--- src/rtl/trig_fire_arbiter.sv ---
// ============================================================================
// Module   : trig_fire_arbiter
// Summary  : Arbitrates eight trigger requesters onto one fire output and queues
//            {bits, first, time} window records in a FIFO. Define TRIG_ARB_EDGE_EN
//            for rising-edge requests; without it, requests are level-sensitive.
// Revision : 1.0 - initial release
// ============================================================================
`timescale 1ns/1ps
`default_nettype none

module trig_fire_arbiter #(
    parameter int NTRIG = 8,
    parameter int TS_W  = 56,
    parameter int DEPTH = 8
) (
    input  logic              clk_adc,
    input  logic              rst,
    input  logic [NTRIG-1:0]  trig_req,
    input  logic [NTRIG-1:0]  trig_enable,
    input  logic [7:0]        dead_time,
    input  logic [5:0]        pulse_len,
    input  logic [TS_W-1:0]   timestamp,
    output logic              fire_out,
    output logic              busy,
    output logic              rec_valid,
    input  logic              rec_ready,
    output logic [NTRIG-1:0]  rec_bits,
    output logic [2:0]        rec_first,
    output logic [TS_W-1:0]   rec_time,
    output logic [3:0]        fifo_count,
    output logic [15:0]       overflow_count,
    input  logic              clear_counts
);

    localparam int             AW       = $clog2(DEPTH);
    localparam logic [AW-1:0]  PTR_ONE  = 1;
    localparam logic [3:0]     DEPTH_C  = 4'(DEPTH);

    localparam logic [1:0] S_IDLE   = 2'd0;
    localparam logic [1:0] S_WINDOW = 2'd1;
    localparam logic [1:0] S_COMMIT = 2'd2;

    logic [1:0]       state_q, state_d;
    logic [NTRIG-1:0] eff;
    logic [2:0]       first_idx;
    logic [NTRIG-1:0] bits_q;
    logic [2:0]       first_q;
    logic [TS_W-1:0]  time_q;
    logic [5:0]       pcnt_q;
    logic [7:0]       dcnt_q;
    logic             commit;

    logic [NTRIG-1:0] mem_bits_q  [DEPTH];
    logic [2:0]       mem_first_q [DEPTH];
    logic [TS_W-1:0]  mem_time_q  [DEPTH];
    logic [AW-1:0]    wr_ptr_q, rd_ptr_q;
    logic [3:0]       count_q;
    logic [15:0]      ovf_q;
    logic             push, pop, drop;

`ifdef TRIG_ARB_EDGE_EN
    logic [NTRIG-1:0] trig_req_q;

    always_ff @(posedge clk_adc) begin
        if (rst) trig_req_q <= '0;
        else     trig_req_q <= trig_req;
    end

    assign eff = trig_req & ~trig_req_q & trig_enable;
`else
    assign eff = trig_req & trig_enable;
`endif

    // Descending scan so the lowest set index is the one that sticks.
    always_comb begin
        first_idx = '0;
        for (int i = NTRIG - 1; i >= 0; i--) begin
            if (eff[i]) first_idx = 3'(i);
        end
    end

    always_ff @(posedge clk_adc) begin
        if (rst) state_q <= S_IDLE;
        else     state_q <= state_d;
    end

    always_comb begin
        state_d = state_q;
        case (state_q)
            S_IDLE:   if (eff != '0) state_d = S_WINDOW;
            S_WINDOW: if (pcnt_q <= 6'd1 && dcnt_q <= 8'd1) state_d = S_COMMIT;
            S_COMMIT: state_d = S_IDLE;
            default:  state_d = S_IDLE;
        endcase
    end

    always_comb begin
        busy     = (state_q != S_IDLE);
        fire_out = (state_q == S_WINDOW) && (pcnt_q != 6'd0);
        commit   = (state_q == S_COMMIT);
    end

    always_ff @(posedge clk_adc) begin
        if (rst) begin
            bits_q  <= '0;
            first_q <= '0;
            time_q  <= '0;
            pcnt_q  <= '0;
            dcnt_q  <= '0;
        end else begin
            case (state_q)
                S_IDLE: begin
                    if (eff != '0) begin
                        bits_q  <= eff;
                        first_q <= first_idx;
                        time_q  <= timestamp;
                        pcnt_q  <= (pulse_len == 6'd0) ? 6'd1 : pulse_len;
                        dcnt_q  <= (dead_time == 8'd0) ? 8'd1 : dead_time;
                    end
                end
                S_WINDOW: begin
                    bits_q <= bits_q | eff;
                    if (pcnt_q != 6'd0) pcnt_q <= pcnt_q - 6'd1;
                    if (dcnt_q != 8'd0) dcnt_q <= dcnt_q - 8'd1;
                end
                default: ;
            endcase
        end
    end

    // A pop in the commit cycle frees the head slot, so a full FIFO still accepts.
    assign pop  = rec_valid && rec_ready;
    assign push = commit && ((count_q < DEPTH_C) || pop);
    assign drop = commit && !push;

    always_ff @(posedge clk_adc) begin
        if (rst) begin
            wr_ptr_q <= '0;
            rd_ptr_q <= '0;
            count_q  <= '0;
        end else begin
            if (push) wr_ptr_q <= wr_ptr_q + PTR_ONE;
            if (pop)  rd_ptr_q <= rd_ptr_q + PTR_ONE;
            case ({push, pop})
                2'b10:   count_q <= count_q + 4'd1;
                2'b01:   count_q <= count_q - 4'd1;
                default: count_q <= count_q;
            endcase
        end
    end

    always_ff @(posedge clk_adc) begin
        if (push) begin
            mem_bits_q[wr_ptr_q]  <= bits_q;
            mem_first_q[wr_ptr_q] <= first_q;
            mem_time_q[wr_ptr_q]  <= time_q;
        end
    end

    always_ff @(posedge clk_adc) begin
        if (rst || clear_counts)           ovf_q <= '0;
        else if (drop && ovf_q != 16'hFFFF) ovf_q <= ovf_q + 16'd1;
    end

    assign rec_valid      = (count_q != 4'd0);
    assign rec_bits       = rec_valid ? mem_bits_q[rd_ptr_q]  : '0;
    assign rec_first      = rec_valid ? mem_first_q[rd_ptr_q] : '0;
    assign rec_time       = rec_valid ? mem_time_q[rd_ptr_q]  : '0;
    assign fifo_count     = count_q;
    assign overflow_count = ovf_q;

endmodule

`default_nettype wire

--- config.mk ---
export PLATFORM = sky130hd
export DESIGN_NAME = trig_fire_arbiter
export DESIGN_NICKNAME = d
export VERILOG_FILES = /design/src/rtl/trig_fire_arbiter.sv
export SDC_FILE = /design/constraint.sdc
export NUM_CORES = 1
export LEC_CHECK = 0
export BUFFER_PORTS_ARGS = -buffer_cell sky130_fd_sc_hd__buf_2
export CAP_MARGIN = 20
export CORE_MARGIN = 2
export CORE_UTILIZATION = 54
export CTS_CLUSTER_DIAMETER = 50
export DETAILED_ROUTE_END_ITERATION = 7
export PLACE_DENSITY_LB_ADDON = 0.3
export SLEW_MARGIN = 20
export SYNTH_ARGS = -nofsm -noshare
export SYNTH_HDL_FRONTEND = slang
export SYNTH_SLANG_ARGS = --single-unit
--- constraint.sdc ---
create_clock -name clk_adc -period 6.1 [get_ports clk_adc]
set_input_delay 0.915 -clock clk_adc [delete_from_list [all_inputs] [get_ports clk_adc]]
set_output_delay 0.915 -clock clk_adc [all_outputs]
set_load 0.005 [all_outputs]
==> Yosys cells after proc, flatten, opt, wreduce, memory -nomap -nowiden <==
Memory sizes are Yosys's and may differ from the RTL's. A register that Yosys moved wholly into a read port is not among the register bits.
Index checks and enable logic that the tools add are counted.
{ "word_totals": {"register_bits": 109, "ramBits": 536, "input_bits": 90, "output_inout_bits": 90, "elab_cells": 91, "mem_count": 3} }
{ "mem_list": {"columns": ["memory", "words", "width", "read_ports", "rd_clocked_by_memory_dff", "write_ports", "line_no", "text"], "rows": [
  ["mem_time_q", 8, 56, 1, 1, 1, "55", "logic [TS_W-1:0] mem_time_q [DEPTH];"],
  ["mem_bits_q", 8, 8, 1, 1, 1, "53", "logic [NTRIG-1:0] mem_bits_q [DEPTH];"],
  ["mem_first_q", 8, 3, 1, 1, 1, "54", "logic [2:0] mem_first_q [DEPTH];"]
]} }
{ "classes": {"add_sub_neg": 7, "n_lt_le_gt_ge": 3, "n_eq_ne": 9, "n_mux": 33, "n_bitwise": 2, "reduce_logical": 24} }
{ "ops": {"columns": ["cell", "count"], "rows": [
  ["2-to-1 mux 56 bit", 1],
  ["2-to-1 mux 3 bit", 15],
  ["2-to-1 mux 8 bit", 5],
  ["one-hot mux 8 bit (2 select lines)", 2],
  ["2-to-1 mux 6 bit", 3],
  ["adder 16 x 1 -> 16 bit, second input constant", 1],
  ["!= test 16 bit, second input constant", 1],
  ["nonzero test 8 bit", 2],
  ["one-hot mux 6 bit (2 select lines)", 1],
  ["bitwise AND 8 bit", 1],
  ["<= comparator 8 x 1 -> 1 bit, second input constant", 1],
  ["logical NOT 8 bit", 1],
  ["OR 8 bit", 1],
  ["one-hot mux 4 bit (2 select lines)", 1],
  ["subtractor 8 x 1 -> 8 bit, second input constant", 1],
  ["adder 3 x 1 -> 3 bit, second input constant", 2],
  ["<= comparator 6 x 1 -> 1 bit, second input constant", 1],
  ["logical AND 1 bit", 6],
  ["logical NOT 6 bit", 1],
  ["AND reduction 2 bit", 3],
  ["AND reduction 3 bit", 2],
  ["nonzero test 2 bit", 3],
  ["nonzero test 6 bit", 1],
  ["subtractor 6 x 1 -> 6 bit, second input constant", 1],
  ["other kinds (14)", 21]
]} }

==> Longest topological paths before layout <==
Gate-level depths: netlist of run 1.
{ "depth": {"depth_word": 9, "depth_mapped": 11, "depth_no_buf": 10} }

==> Worst setup path before layout of run 1 <==
Ideal clock, no wire load.
{ "synth_path": {"path_kind": "input -> register", "start": "in rec_ready", "end": "mem mem_bits_q[0][0] (enable)", "setup_ns": 0.575, "arrival_time_ns": 5.875, "t_required_ns": 5.525, "slack_ns": -0.349, "path_stages": 4, "n_path_buf": 0, "cell_sequence": "nand2b_1 and2_1 nand2b_1 nor3_1"} }
{ "synth_between": {"elab_chain_cells": 5} }
{ "synth_rtl": {"columns": ["item", "line_no", "text"], "rows": [
  ["from (decl)", "26", "input logic rec_ready,"],
  ["logical AND 1 bit", "132", "assign pop = rec_valid && rec_ready;"],
  ["logical OR 1 bit", "133", "assign push = commit && ((count_q < DEPTH_C) || pop);"],
  ["logical AND 1 bit", "133", null],
  ["2-to-1 mux 1 bit", "153", "if (push) begin"],
  ["2-to-1 mux 1 bit (not written as such)", "154", "mem_bits_q[wr_ptr_q] <= bits_q;"],
  ["to (decl)", "53", null]
]} }
No other way between the ends.

==> results of run 1 <==
-- per-stage QoR --
stage	instance area [sq um]	util
3_5_place_dp	26900	0.580
2_1_floorplan	25300	-
3_3_place_gp	26800	0.579
5_1_grt	29200	0.629
6_report	29200	0.629
4_1_cts	29100	0.629
-- metal layers --
metal  part of all wire  track usage  vias to the layer above
met5            0.00020            0                        -
met4              0.020       0.0622                        2
met3              0.065       0.0452                       87
met2               0.49        0.368                      465
met1               0.42        0.311                     7041
li1                   -            -                     6166
-- worst max-delay path by stage --
stage	startpoint	endpoint	slack, ns	cells after the start
detailed placement	rec_ready	mem_time_q[2][26]	2.46	6
floorplan	rec_ready	mem_bits_q[6][0]	1.45	4
finish	register	rec_bits[3]	2.09	5
CTS	register	rec_time[10]	1.97	5
global placement	rec_ready	mem_time_q[2][26]	2.52	6
global route	register	rec_time[10]	1.83	5
-- registers in the layout, indices dropped and copies added (netlist names), named ones only --
| signal | flops |
|---|---|
| mem_time_q | 448 |
| mem_bits_q | 64 |
| time_q | 56 |
| mem_first_q | 24 |
| overflow_count | 16 |
| bits_q | 8 |
| dcnt_q | 8 |
| pcnt_q | 6 |
| fifo_count | 4 |
| first_q | 3 |
| rd_ptr_q | 3 |
| wr_ptr_q | 3 |
| state_q | 2 |
-- logic make-up after synthesis --
| logic type | after synthesis | synth area share |
|---|---|---|
| AO/OA/AOI/OAI | 165 | 0.0411 |
| flip-flops | 648 | 0.726 |
| multiplexers | 208 | 0.149 |
| AND/OR/NAND/NOR | 339 | 0.0602 |
| XOR/XNOR | 9 | 0.00312 |
| adder cells (fa/ha/maj) | 11 | 0.00545 |
| buffers and inverters | 95 | 0.0157 |
-- power by group through the flow --
stage / registers (uW) / clock network, uW / logic (uW)
2_1_floorplan: 5080 / 0 / 382
5_1_grt: 5060 / 4390 / 607
3_3_place_gp: 5130 / 0 / 531
6_report: 5050 / 4160 / 549
4_1_cts: 5050 / 4230 / 554
3_5_place_dp: 5140 / 0 / 550
-- Yosys cell counts (5+ instances only) --
cell and number:
buf_2 27, edfxtp_1 536, mux4_2 134, nand3_1 16
nand4b_1 5, nor3_1 9, nand2b_1 11, buf_1 8
xor2_1 5, and3_1 6, o21ai_0 7, a2111o_1 5
inv_1 7, mux2i_1 73, dfxtp_1 112, or3_1 6
a31oi_1 5, o31ai_1 5, nand2_1 146, o211ai_1 7
nand4_1 8, ha_1 11, a21oi_1 95, nor2_1 105
clkbuf_1 50
-- worst reg2reg max path: cells and delay by family, from the launching register on --
kind / cells / cell delay [ns]
flip-flops: 1 / 0.40
buffers and inverters: 2 / 0.84
AND/OR/NAND/NOR: 3 / 0.83
XOR/XNOR: 2 / 0.26
AO/OA/AOI/OAI: 2 / 0.28
adder cells (fa/ha/maj): 2 / 0.46
-- layout make-up --
class,instances,area [sq um]
well taps,607,759
clock inverters,28,349
inverters,8,30.0
fillers,3263,17200
clock buffers,96,1920
flip-flops and latches,648,18300
multi-input cells,732,6640
repair buffers,201,1130
-- cell usage in the layout, fill, tap and decap left out, types with 8 or more instances in the layout --
| cell | count |
|---|---|
| nand2b_1 | 11 |
| nor2_1 | 99 |
| a21oi_1 | 95 |
| nand4_1 | 8 |
| clkbuf_16 | 73 |
| edfxtp_1 | 536 |
| buf_2 | 178 |
| dfxtp_1 | 109 |
| ha_1 | 11 |
| nand2_1 | 146 |
| buf_4 | 19 |
| clkbuf_1 | 22 |
| mux2i_1 | 73 |
| mux4_2 | 134 |
| clkinv_2 | 8 |
| nand3_1 | 16 |
==> flow_summary.ini, run 1 <==
[timing]
setup_viol = 0
fmax_mhz = 250
setup_tns_ns = 0
period_needed_ns = 4.01
min_period_over_period = 0.657
slew_headroom = 0.251
finalHoldViolCount = 0
skew_ns = 0.0210
tightest_slew_ns = 1.12
slew_violations = 0
whs_ns = 0.486
rsz0062_at_grt = no
setup_ws_ns = 2.09

[hold_path]
hold_class = register to register
holdPathStages = 2
min_to = dcnt_q[7]
holdCritStartpoint = dcnt_q[7]

[power_and_ir_drop]
p_seq_frac = 0.517
sw_frac_of_total = 0.216
clockPowerShare = 0.426
ir_drop_mv = 0.241
p_int_uw = 7650
powerDensity_mw_per_mm2 = 334
power_leakage_uw = 0.00972
switchingPower_uw = 2110
p_total_uw = 9760
combPwrFrac = 0.056

[clock_network]
clock_path_buffers = 3
cts_root_buf = clkbuf_16
cts_resized = 0
ctsHoldBuffers = 0
htreeDepth = 3
cts_made_buffers = 68
cts_setup_buffers = 0
cts.sinks = 648
cts.clk_slew.worst_paths_ns = 0.06
cts_tree = yes
worstSkewPairLatency_ns = 0.59

[worst_setup_path]
r2r_setup_slack_ns = 2.96
cp_slowest_cell = dfxtp_4
crit_fanout = 41
r2r_start = fifo_count[0]
crit_buf_inv = 2
crit_chain = buf_4 > mux4_2 > mux2i_1 > nor2_1 > buf_2
worstSetupEndpointType = primary output
worstPathArrival_ns = 3.09
cp-start-kind = register
reg2reg_depth = 11
slowest_delay_ns = 0.92
required_ns = 5.18
crit_type = register to primary output
rr_endpoint = fifo_count[2]
crit_family = flip-flops

[logic_synthesis]
yosys.area.top_type = edfxtp_1
async_reset_ff_frac = 0
synth_edf_count = 536
synth_seq_cells = 648
synth_top_area_frac = 0.637
ys_seq_area_frac = 0.726
netlist_area_sq_mm = 0.0253
yosys_warnings = 0
syn_inst = 1475
synth_flop_cell = edfxtp_1
syn_nets = 1576
synthTopCellsByArea = edfxtp_1 (64%), mux4_2 (12%), dfxtp_1 (8.9%)
synth_cell_types = 64
synth.avg_cell_area_sq_um = 17.1

[place]
hpwl_microns = 30300
gp_congestion = 0.798
port-buffer-count = 179
pre_cts_ws_ns = 2.46
dp.cells = 2195

[detailed_routing]
vias_per_cell = 5.93
drt-total-wl_microns = 53700
ant_nets = 0
drt_iter0_drc = 1080
routedWlPerCell_microns = 23.1
vias = 13800
drtPass1Iterations = 5
route.detailed.drc = 0

[global_routing]
first_global_vias = 13800
grt_first_pass_wirelength_microns = 80800
grt_max_degree = 84
grtUsageTotal = 0.225
antenna_found_initial = 1
grt_overflow = 0

[flow_run]
maxCapViolCount = 0

[floorplan]
row_count = 79
io_pins = 180
die_x_microns = 220
die_h_microns = 220
core_sq_mm = 0.0464
die_area_sq_mm = 0.0485
start_util = 0.545

[final_layout]
instances_no_fill = 2320
synthToLayoutAreaGrowth_pct = 15.4
nets = 1760
diodes = 0
drive_above_1_share = 0.266

[status]
status = finished clean
(Power assumes the default switching activity.)
==> run 2, diff against run 1 <==
- clock period: 6.1 -> 3.4 ns (I/O delays scaled with it)
==> run 2 against run 1 <==
- wire length shrank 0.43%
- clock-buffer cell count is the same
- register-to-register slack lost 2.0 ns
- sequential share of layout area shrank 0.092 points
- global-route usage is essentially flat
- critical path depth is the same
- clock skew grew 0.0038 ns
- first-iteration DRC count grew 2.6%
- worst setup slack lost 1.9 ns
- combinational power grew 84%
- clock power grew 73%
==> flow_summary.ini, run 2 (synthesis gave the netlist of run 1 again) <==
[flow_run]
maxCapViolCount = 0

[floorplan]
row_count = 79
die_h_microns = 220
core_sq_mm = 0.0464
io_pins = 180
die_x_microns = 220
die_area_sq_mm = 0.0485
start_util = 0.545

[clock_network]
worstSkewPairLatency_ns = 0.59
cts_root_buf = clkbuf_16
clock_path_buffers = 3
cts.clk_slew.worst_paths_ns = 0.06
cts_resized = 0
cts.sinks = 648
ctsHoldBuffers = 0
cts_tree = yes
cts_made_buffers = 67
cts_setup_buffers = 0
htreeDepth = 3

[worst_setup_path]
crit_chain = buf_4 > mux4_2 > mux2i_1 > nor2_1 > buf_2
required_ns = 2.89
crit_buf_inv = 2
cp_slowest_cell = mux4_2
cp-start-kind = register
crit_fanout = 27
slowest_delay_ns = 0.58
worstPathArrival_ns = 2.65
worstSetupEndpointType = primary output
crit_family = multiplexers
crit_type = register to primary output

[global_routing]
grt_first_pass_wirelength_microns = 81200
grt_overflow = 0
first_global_vias = 13900
grt_max_degree = 68
antenna_found_initial = 1
grtUsageTotal = 0.225

[final_layout]
nets = 1772
finish.utilization = 0.630
diodes = 0
synthToLayoutAreaGrowth_pct = 15.6
fin_area_sq_mm = 0.0292
regMostFlops = mem_time_q
final_common_cell = edfxtp_1
fillers = 3222
reg.largest.list = mem_time_q (448), mem_bits_q (64), time_q (56)
drive_above_1_share = 0.269
largest_reg_flops = 448
most-common-layout-cells = edfxtp_1 (536), buf_2 (178), nand2_1 (146)

[timing]
slew_headroom = 0.377
fmax_mhz = 316
skew_ns = 0.0248
period_needed_ns = 3.16
setup_ws_ns = 0.238
setup_viol = 0
slew_violations = 0
finalHoldViolCount = 0
setup_tns_ns = 0
tightest_slew_ns = 0.932
rsz0062_at_grt = no
min_period_over_period = 0.930

[detailed_routing]
drt_iter0_drc = 1108
ant_nets = 0
route.detailed.drc = 0
drt-total-wl_microns = 53500
routedWlPerCell_microns = 22.9
drtPass1Iterations = 5
vias = 13900
vias_per_cell = 5.96

[place]
hpwl_microns = 30700
pre_cts_ws_ns = 0.821
gp_congestion = 0.832
place_area_sq_mm = 0.0270
port-buffer-count = 179

[status]
status = finished clean

[hold_path]
hold_class = input port to register

[power_and_ir_drop]
ir_drop_mv = 0.361
powerDensity_mw_per_mm2 = 590
power_leakage_uw = 0.00977
==> run 2: power breakdown <==
group | leakage [uW] | switching [uW] | internal (uW)
Clock | 0.00107 | 2930 | 4270
Combinational | 0.00286 | 591 | 416
Sequential | 0.00584 | 230 | 8800
Total | 0.00977 | 3750 | 13500
==> run 2: per-layer routing <==
metal | routed length (microns) | track usage | part of all wire
met2 | 26100 | 0.359 | 0.49
met1 | 22400 | 0.316 | 0.42
met3 | 3590 | 0.0388 | 0.067
met5 | 17 | 0 | 0.00032
met4 | 1400 | 0.0846 | 0.026
==> run 2: path summary, 6_finish.rpt <==
path,slack [ns],start,cells past startpoint,to
setup / recovery,0.24,register,5,rec_first[2]
hold / removal,0.17,timestamp[16],3,time_q[16]
setup reg to reg,0.99,fifo_count[0],10,fifo_count[2]
hold reg to reg,0.49,dcnt_q[7],2,dcnt_q[7]
==> run 2: layout make-up <==
cell class | count | area, sq um | share of cell area
Multi-Input combinational cell | 732 | 6630 | 0.227
Clock inverter | 26 | 259 | 0.00886
Timing Repair Buffer | 214 | 1270 | 0.0436
Sequential cell | 648 | 18300 | 0.628
Tap cell | 607 | 759 | 0.0260
Clock buffer | 96 | 1920 | 0.0657
Inverter | 8 | 30.0 | 0.00103
==> run 2: worst register-to-register path, cell delays in order, from the launching register on <==
cell     delay, ns
dfxtp_1       0.39
nor4_4        0.32
inv_2         0.09
and2_1        0.23
ha_1          0.27
xor2_1        0.17
ha_1          0.18
a21oi_1       0.14
xor2_1        0.09
or3_1         0.32
a21oi_1       0.14
==> run 2: per-stage QoR <==
step | instances | hold WS, ns | power [uW]
6_report | 2331 | 0.166 | 17200
4_1_cts | 2331 | 0.138 | 17400
3_3_place_gp | 2209 | 0.468 | 10200
2_1_floorplan | 1475 | 0.452 | 9800
5_1_grt | 2331 | 0.158 | 17800
3_5_place_dp | 2209 | 0.482 | 10200
==> run 3, diff against run 2 <==
- CELL_PAD_IN_SITES_DETAIL_PLACEMENT: not set -> 1
- CELL_PAD_IN_SITES_GLOBAL_PLACEMENT: not set -> 1
- CORE_UTILIZATION: 54 -> 46
- PLACE_DENSITY_LB_ADDON: 0.3 -> 0.1
==> run 3 against run 2 <==
- first-iteration DRC count is 19% lower
- critical path depth is 1 higher
- fmax is 0.40% higher
- clock-buffer cell count is 2 higher
- final area is 1.7% higher
- clock power is 8.6% higher
- sequential power hardly changed
- final cell count is 4.6% higher
- critical endpoint is now rec_time[22]
- largest cell class unchanged
==> flow_summary.ini, run 3 (synthesis gave the netlist of run 1 again) <==
[power_and_ir_drop]
combPwrFrac = 0.059
power_leakage_uw = 0.00994
sw_frac_of_total = 0.223
ir_drop_mv = 0.313
p_int_uw = 13900
clockPowerShare = 0.437
powerDensity_mw_per_mm2 = 603
p_seq_frac = 0.504
switchingPower_uw = 4000

[timing]
setup_tns_ns = 0
finalHoldViolCount = 0
tightest_slew_ns = 0.926
min_period_over_period = 0.926
whs_ns = 0.154
fmax_mhz = 317
setup_viol = 0
slew_headroom = 0.380
slew_violations = 0
skew_ns = 0.0246
period_needed_ns = 3.15
rsz0062_at_grt = no

[clock_network]
cts_tree = yes
clock_path_buffers = 3
ctsHoldBuffers = 0
htreeDepth = 3
cts_resized = 0
cts.clk_slew.worst_paths_ns = 0.06
cts_root_buf = clkbuf_16
cts_made_buffers = 72
cts_setup_buffers = 0
worstSkewPairLatency_ns = 0.61
cts.sinks = 648

[global_routing]
grt_first_pass_wirelength_microns = 91700
antenna_found_initial = 3
first_global_vias = 14900
grtUsageTotal = 0.217
grt_max_degree = 68
grt_overflow = 0

[detailed_routing]
drt-total-wl_microns = 60100
vias = 13900
drt_iter0_drc = 898
routedWlPerCell_microns = 24.6
route.detailed.drc = 0
vias_per_cell = 5.69
drtPass1Iterations = 5
ant_nets = 0

[worst_setup_path]
rr_endpoint = fifo_count[2]
r2r_start = fifo_count[3]
required_ns = 2.89
crit_fanout = 25
reg2reg_depth = 10
worstSetupEndpointType = primary output
crit_type = register to primary output
cp-start-kind = register
worstPathArrival_ns = 2.64
r2r_setup_slack_ns = 0.96

[hold_path]
holdPathStages = 3
holdCritStartpoint = timestamp[46]
hold_class = input port to register
min_to = time_q[46]

[final_layout]
reg.largest.list = mem_time_q (448), mem_bits_q (64), time_q (56)
diodes = 0
regMostFlops = mem_time_q
nets = 1784
fillers = 5019
drive_above_1_share = 0.281
final_common_cell = edfxtp_1
most-common-layout-cells = edfxtp_1 (536), buf_2 (178), nand2_1 (146)
largest_reg_flops = 448
fin_area_sq_mm = 0.0297
synthToLayoutAreaGrowth_pct = 17.6

[floorplan]
die_area_sq_mm = 0.0568
die_h_microns = 238
core_sq_mm = 0.0540
start_util = 0.468
io_pins = 180
die_x_microns = 238
row_count = 85

[flow_run]
maxCapViolCount = 0

[place]
hpwl_microns = 33900
port-buffer-count = 179
gp_congestion = 0.753
place_area_sq_mm = 0.0273

[status]
status = finished clean
## run 3: cell count changes in the layout (fill, tap and decap cells not counted), moves of 2 or more
| cell | change |
|---|---|
| inv_8 | -2 |
| clkbuf_1 | -6 |
| buf_12 | +7 |
| clkbuf_8 | +3 |
| clkbuf_16 | +5 |
| clkinv_1 | -2 |
| clkinvlp_4 | +3 |
| clkinv_2 | +4 |
| clkinv_4 | +4 |
## run 3: power by group through the flow
stage	clock network (uW)	logic, uW	registers [uW]
floorplan	0	685	9110
global placement	0	1050	9180
detailed placement	0	1070	9200
CTS	7990	1080	9030
global route	8280	1170	9060
finish	7820	1060	9030
## run 3: through the flow
step | worst slack (ns) | cells | total power [uW] | util
finish | 0.250 | 2438 | 17900 | 0.550
global route | 0.0364 | 2438 | 18500 | 0.550
CTS | 0.139 | 2438 | 18100 | 0.550
detailed placement | 0.781 | 2305 | 10300 | 0.505
global placement | 0.812 | 2305 | 10200 | 0.505
floorplan | -0.846 | 1475 | 9800 | -
## run 3: how the worst max path moves through the flow
stage	end	slack (ns)	cells past startpoint	startpoint
after floorplan	mem_bits_q[6][0]	-0.85	4	rec_ready
after global placement	rec_time[22]	0.81	6	register
after detailed placement	rec_time[22]	0.78	6	register
after CTS	rec_time[22]	0.14	6	register
after global routing	rec_time[22]	0.04	6	register
final	rec_time[22]	0.25	6	register
## run 3: area by class of cell
cell class / count / area [sq um] / share of cell area
Timing Repair Buffer: 221 / 1410 / 0.0476
Inverter: 8 / 30.0 / 0.00101
Tap cell: 696 / 871 / 0.0293
Clock buffer: 98 / 2060 / 0.0695
Clock inverter: 35 / 353 / 0.0119
Sequential cell: 648 / 18300 / 0.618
Multi-Input combinational cell: 732 / 6630 / 0.223
## run 3: per-layer routing
metal / track usage / part of all wire / vias up
met5: 0 / 0 / -
met4: 0.0568 / 0.015 / 0
met3: 0.0332 / 0.048 / 65
met2: 0.364 / 0.50 / 313
met1: 0.299 / 0.44 / 7285
li1: - / - / 6221
## run 3: critical path: stages (launching register included)
cell     delay [ns]
dfxtp_4        0.52
buf_12         0.28
buf_4          0.29
mux4_2         0.52
mux2i_1        0.19
nor2_1         0.06
buf_2          0.14
